==> src/rtl/ro_meas_pkg.sv <==
// Shared types and default parameters for the ring-oscillator frequency counter.
package ro_meas_pkg;

    typedef enum logic [1:0] {
        IDLE    = 2'd0,
        SETTLE  = 2'd1,
        MEASURE = 2'd2,
        DONE    = 2'd3
    } ro_state_t;

    localparam int unsigned RO_COUNT_W       = 16;
    localparam int unsigned RO_WINDOW_CYCLES = 1024;
    localparam int unsigned RO_SETTLE_CYCLES = 8;
    localparam int unsigned RO_SYNC_STAGES   = 2;

    // Width of a counter that must hold the value n itself; never narrower than 1 bit.
    function automatic int unsigned cnt_width(input int unsigned n);
        return (n == 0) ? 1 : $clog2(n + 1);
    endfunction

endpackage

==> src/rtl/ro_freq_counter_if.sv <==
// Control/result bus between the frequency counter and its post-processing consumer.
interface ro_freq_counter_if
    import ro_meas_pkg::*;
#(
    parameter int unsigned COUNT_W = RO_COUNT_W
);
    logic               start;
    logic               abort;
    logic               busy;
    logic [COUNT_W-1:0] count;
    logic               count_valid;
    logic               overflow;

    modport master (
        output start, abort,
        input  busy, count, count_valid, overflow
    );

    modport slave (
        input  start, abort,
        output busy, count, count_valid, overflow
    );
endinterface

==> src/rtl/ro_sync.sv <==
// Plain flop-chain synchroniser for the asynchronous ring output.
module ro_sync
    import ro_meas_pkg::*;
#(
    parameter int unsigned SYNC_STAGES = RO_SYNC_STAGES
) (
    input  logic clk,
    input  logic rst,
    input  logic d,
    output logic q
);
    logic [SYNC_STAGES-1:0] sync_q, sync_d;

    always_comb begin
        sync_d = {sync_q[SYNC_STAGES-2:0], d};
    end

    always_ff @(posedge clk) begin
        if (rst) begin
            sync_q <= '0;
        end else begin
            sync_q <= sync_d;
        end
    end

    assign q = sync_q[SYNC_STAGES-1];
endmodule

==> src/rtl/ro_freq_counter.sv <==
// Ring-oscillator frequency counter: enables the ring, lets it settle, counts synchronised
// rising edges over a fixed window and reports the (saturating) result with a valid pulse.
module ro_freq_counter
    import ro_meas_pkg::*;
#(
    parameter int unsigned COUNT_W       = RO_COUNT_W,
    parameter int unsigned WINDOW_CYCLES = RO_WINDOW_CYCLES,
    parameter int unsigned SETTLE_CYCLES = RO_SETTLE_CYCLES,
    parameter int unsigned SYNC_STAGES   = RO_SYNC_STAGES
) (
    input  logic               clk,
    input  logic               rst,
    input  logic               osc_in,
    output logic               ro_enable,
    ro_freq_counter_if.slave   bus
);
    localparam int unsigned WinW = cnt_width(WINDOW_CYCLES);
    localparam int unsigned SetW = cnt_width(SETTLE_CYCLES);
    localparam logic [WinW-1:0]    WinLast = WinW'(WINDOW_CYCLES);
    localparam logic [SetW-1:0]    SetLast = SetW'(SETTLE_CYCLES);
    localparam logic [COUNT_W-1:0] AccMax  = '1;

    ro_state_t          state_q, state_d;
    logic [SetW-1:0]    set_cnt_q, set_cnt_d;
    logic [WinW-1:0]    win_cnt_q, win_cnt_d;
    logic [COUNT_W-1:0] acc_q, acc_d;
    logic [COUNT_W-1:0] count_q, count_d;
    logic               overflow_q, overflow_d;
    logic               osc_prev_q, osc_prev_d;
    logic               osc_sync;
    logic               rise;

    ro_sync #(
        .SYNC_STAGES (SYNC_STAGES)
    ) u_sync (
        .clk (clk),
        .rst (rst),
        .d   (osc_in),
        .q   (osc_sync)
    );

    // Edge history runs in every state so an edge already in flight at MEASURE entry counts.
    assign rise = osc_sync & ~osc_prev_q;

    always_comb begin
        state_d    = state_q;
        set_cnt_d  = set_cnt_q;
        win_cnt_d  = win_cnt_q;
        acc_d      = acc_q;
        count_d    = count_q;
        overflow_d = overflow_q;
        osc_prev_d = osc_sync;

        case (state_q)
            IDLE: begin
                if (bus.start && !bus.abort) begin
                    acc_d      = '0;
                    overflow_d = 1'b0;
                    set_cnt_d  = '0;
                    win_cnt_d  = '0;
                    state_d    = (SETTLE_CYCLES == 0) ? MEASURE : SETTLE;
                end
            end
            SETTLE: begin
                if (bus.abort) begin
                    state_d = IDLE;
                end else begin
                    set_cnt_d = set_cnt_q + SetW'(1);
                    if (set_cnt_d == SetLast) begin
                        state_d = MEASURE;
                    end
                end
            end
            MEASURE: begin
                if (bus.abort) begin
                    state_d = IDLE;
                end else begin
                    win_cnt_d = win_cnt_q + WinW'(1);
                    // Overflow flags an edge that could not be counted.
                    if (rise) begin
                        if (acc_q == AccMax) begin
                            overflow_d = 1'b1;
                        end else begin
                            acc_d = acc_q + COUNT_W'(1);
                        end
                    end
                    if (win_cnt_d == WinLast) begin
                        count_d = acc_d;
                        state_d = DONE;
                    end
                end
            end
            DONE: begin
                state_d = IDLE;
            end
            default: begin
                state_d = IDLE;
            end
        endcase
    end

    always_ff @(posedge clk) begin
        if (rst) begin
            state_q    <= IDLE;
            set_cnt_q  <= '0;
            win_cnt_q  <= '0;
            acc_q      <= '0;
            count_q    <= '0;
            overflow_q <= 1'b0;
            osc_prev_q <= 1'b0;
        end else begin
            state_q    <= state_d;
            set_cnt_q  <= set_cnt_d;
            win_cnt_q  <= win_cnt_d;
            acc_q      <= acc_d;
            count_q    <= count_d;
            overflow_q <= overflow_d;
            osc_prev_q <= osc_prev_d;
        end
    end

    assign ro_enable       = (state_q == SETTLE) || (state_q == MEASURE);
    assign bus.busy        = (state_q != IDLE);
    assign bus.count_valid = (state_q == DONE);
    assign bus.count       = count_q;
    assign bus.overflow    = overflow_q;
endmodule

==> src/flat_wrapper.sv <==
// flat-port wrapper written by rule: the top's interface ports become plain ports
module ro_freq_counter_flat import ro_meas_pkg::*;
#(
    parameter int unsigned COUNT_W       = RO_COUNT_W,
    parameter int unsigned WINDOW_CYCLES = RO_WINDOW_CYCLES,
    parameter int unsigned SETTLE_CYCLES = RO_SETTLE_CYCLES,
    parameter int unsigned SYNC_STAGES   = RO_SYNC_STAGES
)
  (clk, rst, osc_in, ro_enable, bus_start, bus_abort, bus_busy, bus_count, bus_count_valid, bus_overflow);
  ro_freq_counter_if #(.COUNT_W(COUNT_W)) bus_i ();
  input  logic clk;
  input  logic rst;
  input  logic osc_in;
  output logic ro_enable;
  input wire logic [$bits(bus_i.start)-1:0] bus_start;
  input wire logic [$bits(bus_i.abort)-1:0] bus_abort;
  output wire logic [$bits(bus_i.busy)-1:0] bus_busy;
  output wire logic [$bits(bus_i.count)-1:0] bus_count;
  output wire logic [$bits(bus_i.count_valid)-1:0] bus_count_valid;
  output wire logic [$bits(bus_i.overflow)-1:0] bus_overflow;
  assign bus_i.start = bus_start;
  assign bus_i.abort = bus_abort;
  assign bus_busy = bus_i.busy;
  assign bus_count = bus_i.count;
  assign bus_count_valid = bus_i.count_valid;
  assign bus_overflow = bus_i.overflow;
  ro_freq_counter #(.COUNT_W(COUNT_W), .WINDOW_CYCLES(WINDOW_CYCLES), .SETTLE_CYCLES(SETTLE_CYCLES), .SYNC_STAGES(SYNC_STAGES)) u_core (.clk(clk), .rst(rst), .osc_in(osc_in), .ro_enable(ro_enable), .bus(bus_i));
endmodule
==> config.mk <==
export PLATFORM = sky130hd
export DESIGN_NAME = ro_freq_counter_flat
export DESIGN_NICKNAME = d
export VERILOG_FILES = /design/src/rtl/ro_meas_pkg.sv /design/src/rtl/ro_freq_counter_if.sv /design/src/rtl/ro_sync.sv /design/src/rtl/ro_freq_counter.sv /design/src/flat_wrapper.sv
export SDC_FILE = /design/constraint.sdc
export NUM_CORES = 1
export LEC_CHECK = 0
export ABC_AREA = 1
export BUFFER_PORTS_ARGS = -buffer_cell sky130_fd_sc_hd__buf_4
export CORE_UTILIZATION = 44
export DETAILED_ROUTE_END_ITERATION = 12
export GPL_TIMING_DRIVEN = 0
export PLACE_DENSITY = 0.68
export SLEW_MARGIN = 15
export SYNTH_ARGS = -nofsm -noshare
export SYNTH_HDL_FRONTEND = slang
export SYNTH_SLANG_ARGS = --single-unit
==> constraint.sdc <==
create_clock -name clk -period 2.5 [get_ports clk]
set_input_delay 0.25 -clock clk [delete_from_list [all_inputs] [get_ports clk]]
set_output_delay 0.25 -clock clk [all_outputs]
set_load 0.03 [all_outputs]
==> parameters.txt <==
Parameter                              Value

Status
  Status    finished, final reports clean

Yosys
  Cell type with the highest aggregate area in the netlist    dfxtp_1
  Warnings from Yosys    0
  Portion of the post-synthesis area used by sequential elements    36.6%
  Distinct cell type count of the synthesized netlist    38
  Area share of the leading cell type in the synthesized netlist    between 30% and 40%
  Number of standard cells after synthesis    427
  Mapped Avg Cell Area    6.78 um^2
  Post-synthesis net count    440
  Biggest area contributors in the synthesized netlist    dfxtp_1 (37%), nand2_1 (15%), nor2_1 (6.1%)
  Cell area after synthesis    approximately 0.0029 mm^2
  Number of synthesized register bits    53

Clock network
  TritonCTS clock tree    done
  H-tree levels    2
  Post-CTS resize count    0
  Clock transition at the registers of the reported paths    0.09 ns
  # hold bufs at CTS    0
  Root buffer cell    clkbuf_8
  Clock insertion delay at the later pin of the skew report    0.30 ns
  Clk buf depth    2
  Number of CTS-inserted buffers    5
  Setup Fix Bufs, Post-CTS    0
  Number of sinks driven by the clock tree    53

GRT
  Antenna violations before repair    0
  Wire length of the first global-routing pass    11,200 um
  GRT Resource Usage Total    19.8%
  Residual overflow from global routing    0
  Largest net degree at the start of global routing    15
  Number of global-route vias before repair    2,521

Hold path
  Hold Crit Start    osc_in
  End point of the most critical hold path    u_core.u_sync.sync_q[0]$_SDFF_PP0_
  Hold path depth    3
  Hold Crit Class    input pin to flip-flop

STA
  Fin crit share    92.7%
  Setup clock skew after layout    0.00921 ns
  Total count of max-transition violations in the final report    0
  Setup TNS Final    0 ns
  Shortest period the worst path allows    2.32 ns
  Final hold vios    0
  Fmax    around 430 MHz
  Slew of the pin with the lowest slew margin    0.667 ns
  Worst Hold Slack    0.146 ns
  Max-slew headroom at the worst pin    55.4%
  Final setup fails    0
  RSZ-0062 raised after global routing    false

Setup path
  Critical path endpoint category    flip-flop
  Delay of the slowest critical-path stage    ~0.56 ns
  Cell with the most instances on the worst path    inv_1
  Largest fanout on the critical path    10
  Capture instance of the worst register-to-register path    u_core.acc_q[3]$_SDFFE_PP0P_
  Kind of launch point of the worst setup path    flip-flop
  Source of the worst register-to-register timing path    u_core.state_q[0]$_SDFFE_PP0P_
  Cells on worst reg2reg path    9
  WS Path Type    flip-flop to flip-flop
  Slack of the worst reg-to-reg path    about 0.18 ns
  Data arrival at the endpoint of the critical path    around 2.6 ns
  Sequence of cells on the critical path    inv_1 -> ha_1 -> inv_1 -> nor2_2 -> inv_1 -> nor2_1 -> buf_2 -> nand3_1 -> a21oi_1
  Worst path required time    2.74 ns
  Slowest stage cell on the critical path    nor2_1

Placed design
  Area of placed instances    0.00317 mm^2
  Quantity of I/O buffers inserted on ports    24
  Final HPWL from detailed placement    4820 um
  Last weighted congestion value of the routability-driven placer    0.935

Power
  Maximum VDD drop    approximately 0.65 mV
  Power Dens Cells    605 mW/mm^2
  Leakage component of the power    1.42 nW

Die
  Total core area    0.00635 mm^2
  Die width    around 83 um
  Number of rows created at floorplan    29
  Top-level port count    25
  Die area    0.00691 mm^2
  Die H    83.1 um
  Starting density of the core    45.6%

Layout
  Share of post-route cells with drive strength above 1    12.4%
  Inserted Diodes    0
  Filler cell count in the final layout    634
  Final cell area excluding filler cells    0.00325 mm^2
  Layout Nets    471
  Area growth, synth to finish    12.3%

Detailed routing
  Residual DRC    0
  Via total after detailed routing    2,695
  Total wirelength of the detailed-routed design    6510 um
  Average wire per standard cell    roughly 12 um
  Initial DRC Count    approximately 160
  Vias per std cell    5.03
  Drt pass-1 iters    4
  Remaining number of nets flagged by the antenna check after routing    0

Flow run
  Maximum capacitance violations    0
[flip-flops by register name (all words and copies together), names as in the netlist]
signal and cells:
u_core.bus.count 16, u_core.bus.overflow 1, u_core.acc_q 16, u_core.win_cnt_q 11
u_core.u_sync.sync_q 2, u_core.state_q 2, u_core.osc_prev_q 1, u_core.set_cnt_q 4
[cells by family after synthesis]
| group | share of synthesized area, % |
|---|---|
| AO/OA/AOI/OAI | 12.4 |
| AND/OR/NAND/NOR | 35.6 |
| XOR/XNOR | 3.33 |
| buffers and inverters | 8.68 |
| flip-flops | 36.6 |
| adder cells (fa/ha/maj) | 3.46 |
[cell type report]
class | instances | area, um^2 | share of cell area [%]
multi-input combinational | 314 | 1580 | 48.7
sequential | 53 | 1060 | 32.6
timing repair buffer | 24 | 180 | 5.54
inverter | 48 | 180 | 5.54
tap | 77 | 96.3 | 2.96
clock buffer | 8 | 80.1 | 2.46
buffer | 12 | 71.3 | 2.19
[worst max-delay path by stage]
stage / from / slack [ns] / cells past startpoint / to
2_1_floorplan: u_core.state_q[0]$_SDFFE_PP0P_ / 0.74 / 9 / u_core.acc_q[10]$_SDFFE_PP0P_
4_1_cts: u_core.state_q[0]$_SDFFE_PP0P_ / 0.19 / 9 / u_core.acc_q[3]$_SDFFE_PP0P_
3_3_place_gp: u_core.state_q[0]$_SDFFE_PP0P_ / 0.26 / 9 / u_core.acc_q[3]$_SDFFE_PP0P_
6_report: u_core.state_q[0]$_SDFFE_PP0P_ / 0.18 / 9 / u_core.acc_q[3]$_SDFFE_PP0P_
5_1_grt: u_core.state_q[0]$_SDFFE_PP0P_ / 0.006 / 9 / u_core.acc_q[3]$_SDFFE_PP0P_
3_5_place_dp: u_core.state_q[0]$_SDFFE_PP0P_ / 0.21 / 9 / u_core.acc_q[3]$_SDFFE_PP0P_
[cells in the mapped netlist (all sizes together)]
| library cell | count |
|---|---|
| nand2 | 122 |
| nor2 | 56 |
| dfxtp | 53 |
| inv | 47 |
| a21oi | 32 |
| o21ai | 29 |
| nand3 | 26 |
| xor2 | 11 |
| ha | 8 |
| buf | 7 |
| clkbuf | 5 |
| nand3b | 5 |
| nand4 | 5 |
| nor3 | 5 |
| and3 | 4 |
| a31oi | 2 |
| o21bai | 2 |
| or2 | 2 |
| and2 | 1 |
| clkinv | 1 |
| nor3b | 1 |
| o211ai | 1 |
| o21a | 1 |
| o22ai | 1 |
[per-layer routing]
metal | track usage [%] | wire (um)
met1 | 25.0 | 3160
met3 | 3.08 | 196
met2 | 34.6 | 3080
met4 | 6.27 | 79
met5 | 0 | 0
[power breakdown]
part	internal, mW	total [mW]	switching (mW)
Combinational	0.162	0.607	0.445
Clock	0.200	0.469	0.269
Sequential	0.870	0.892	0.0217
[through the flow]
stage / instances / setup slack (ns) / power (mW) / util [%]
2_1_floorplan: 427 / 0.737 / 1.34 / -
4_1_cts: 536 / 0.189 / 1.99 / 51.2
3_3_place_gp: 528 / 0.257 / 1.51 / 50.0
6_report: 536 / 0.183 / 1.97 / 51.2
5_1_grt: 536 / 0.00630 / 2.10 / 51.2
3_5_place_dp: 528 / 0.208 / 1.52 / 50.0
[critical path: cells and delay by family (launching register included)]
kind | cells | cell delay, ns
and+or+nand+nor | 3 | 0.84
DFF | 1 | 0.33
adders and majority gates | 1 | 0.21
AOI/OAI and AO/OA | 1 | 0.12
buffers and inverters | 4 | 0.75
[layout by cell type, fill, tap and decap left out, types with 7 or more instances in the layout]
cell,n
o21ai_1,18
buf_4,24
nand2_1,118
ha_1,8
o21ai_0,10
xor2_1,11
nand3_1,25
inv_1,45
nor2_1,47
clkbuf_1,7
a21oi_1,32
dfxtp_1,53
No activity file was read; power rests on OpenSTA's default activity.
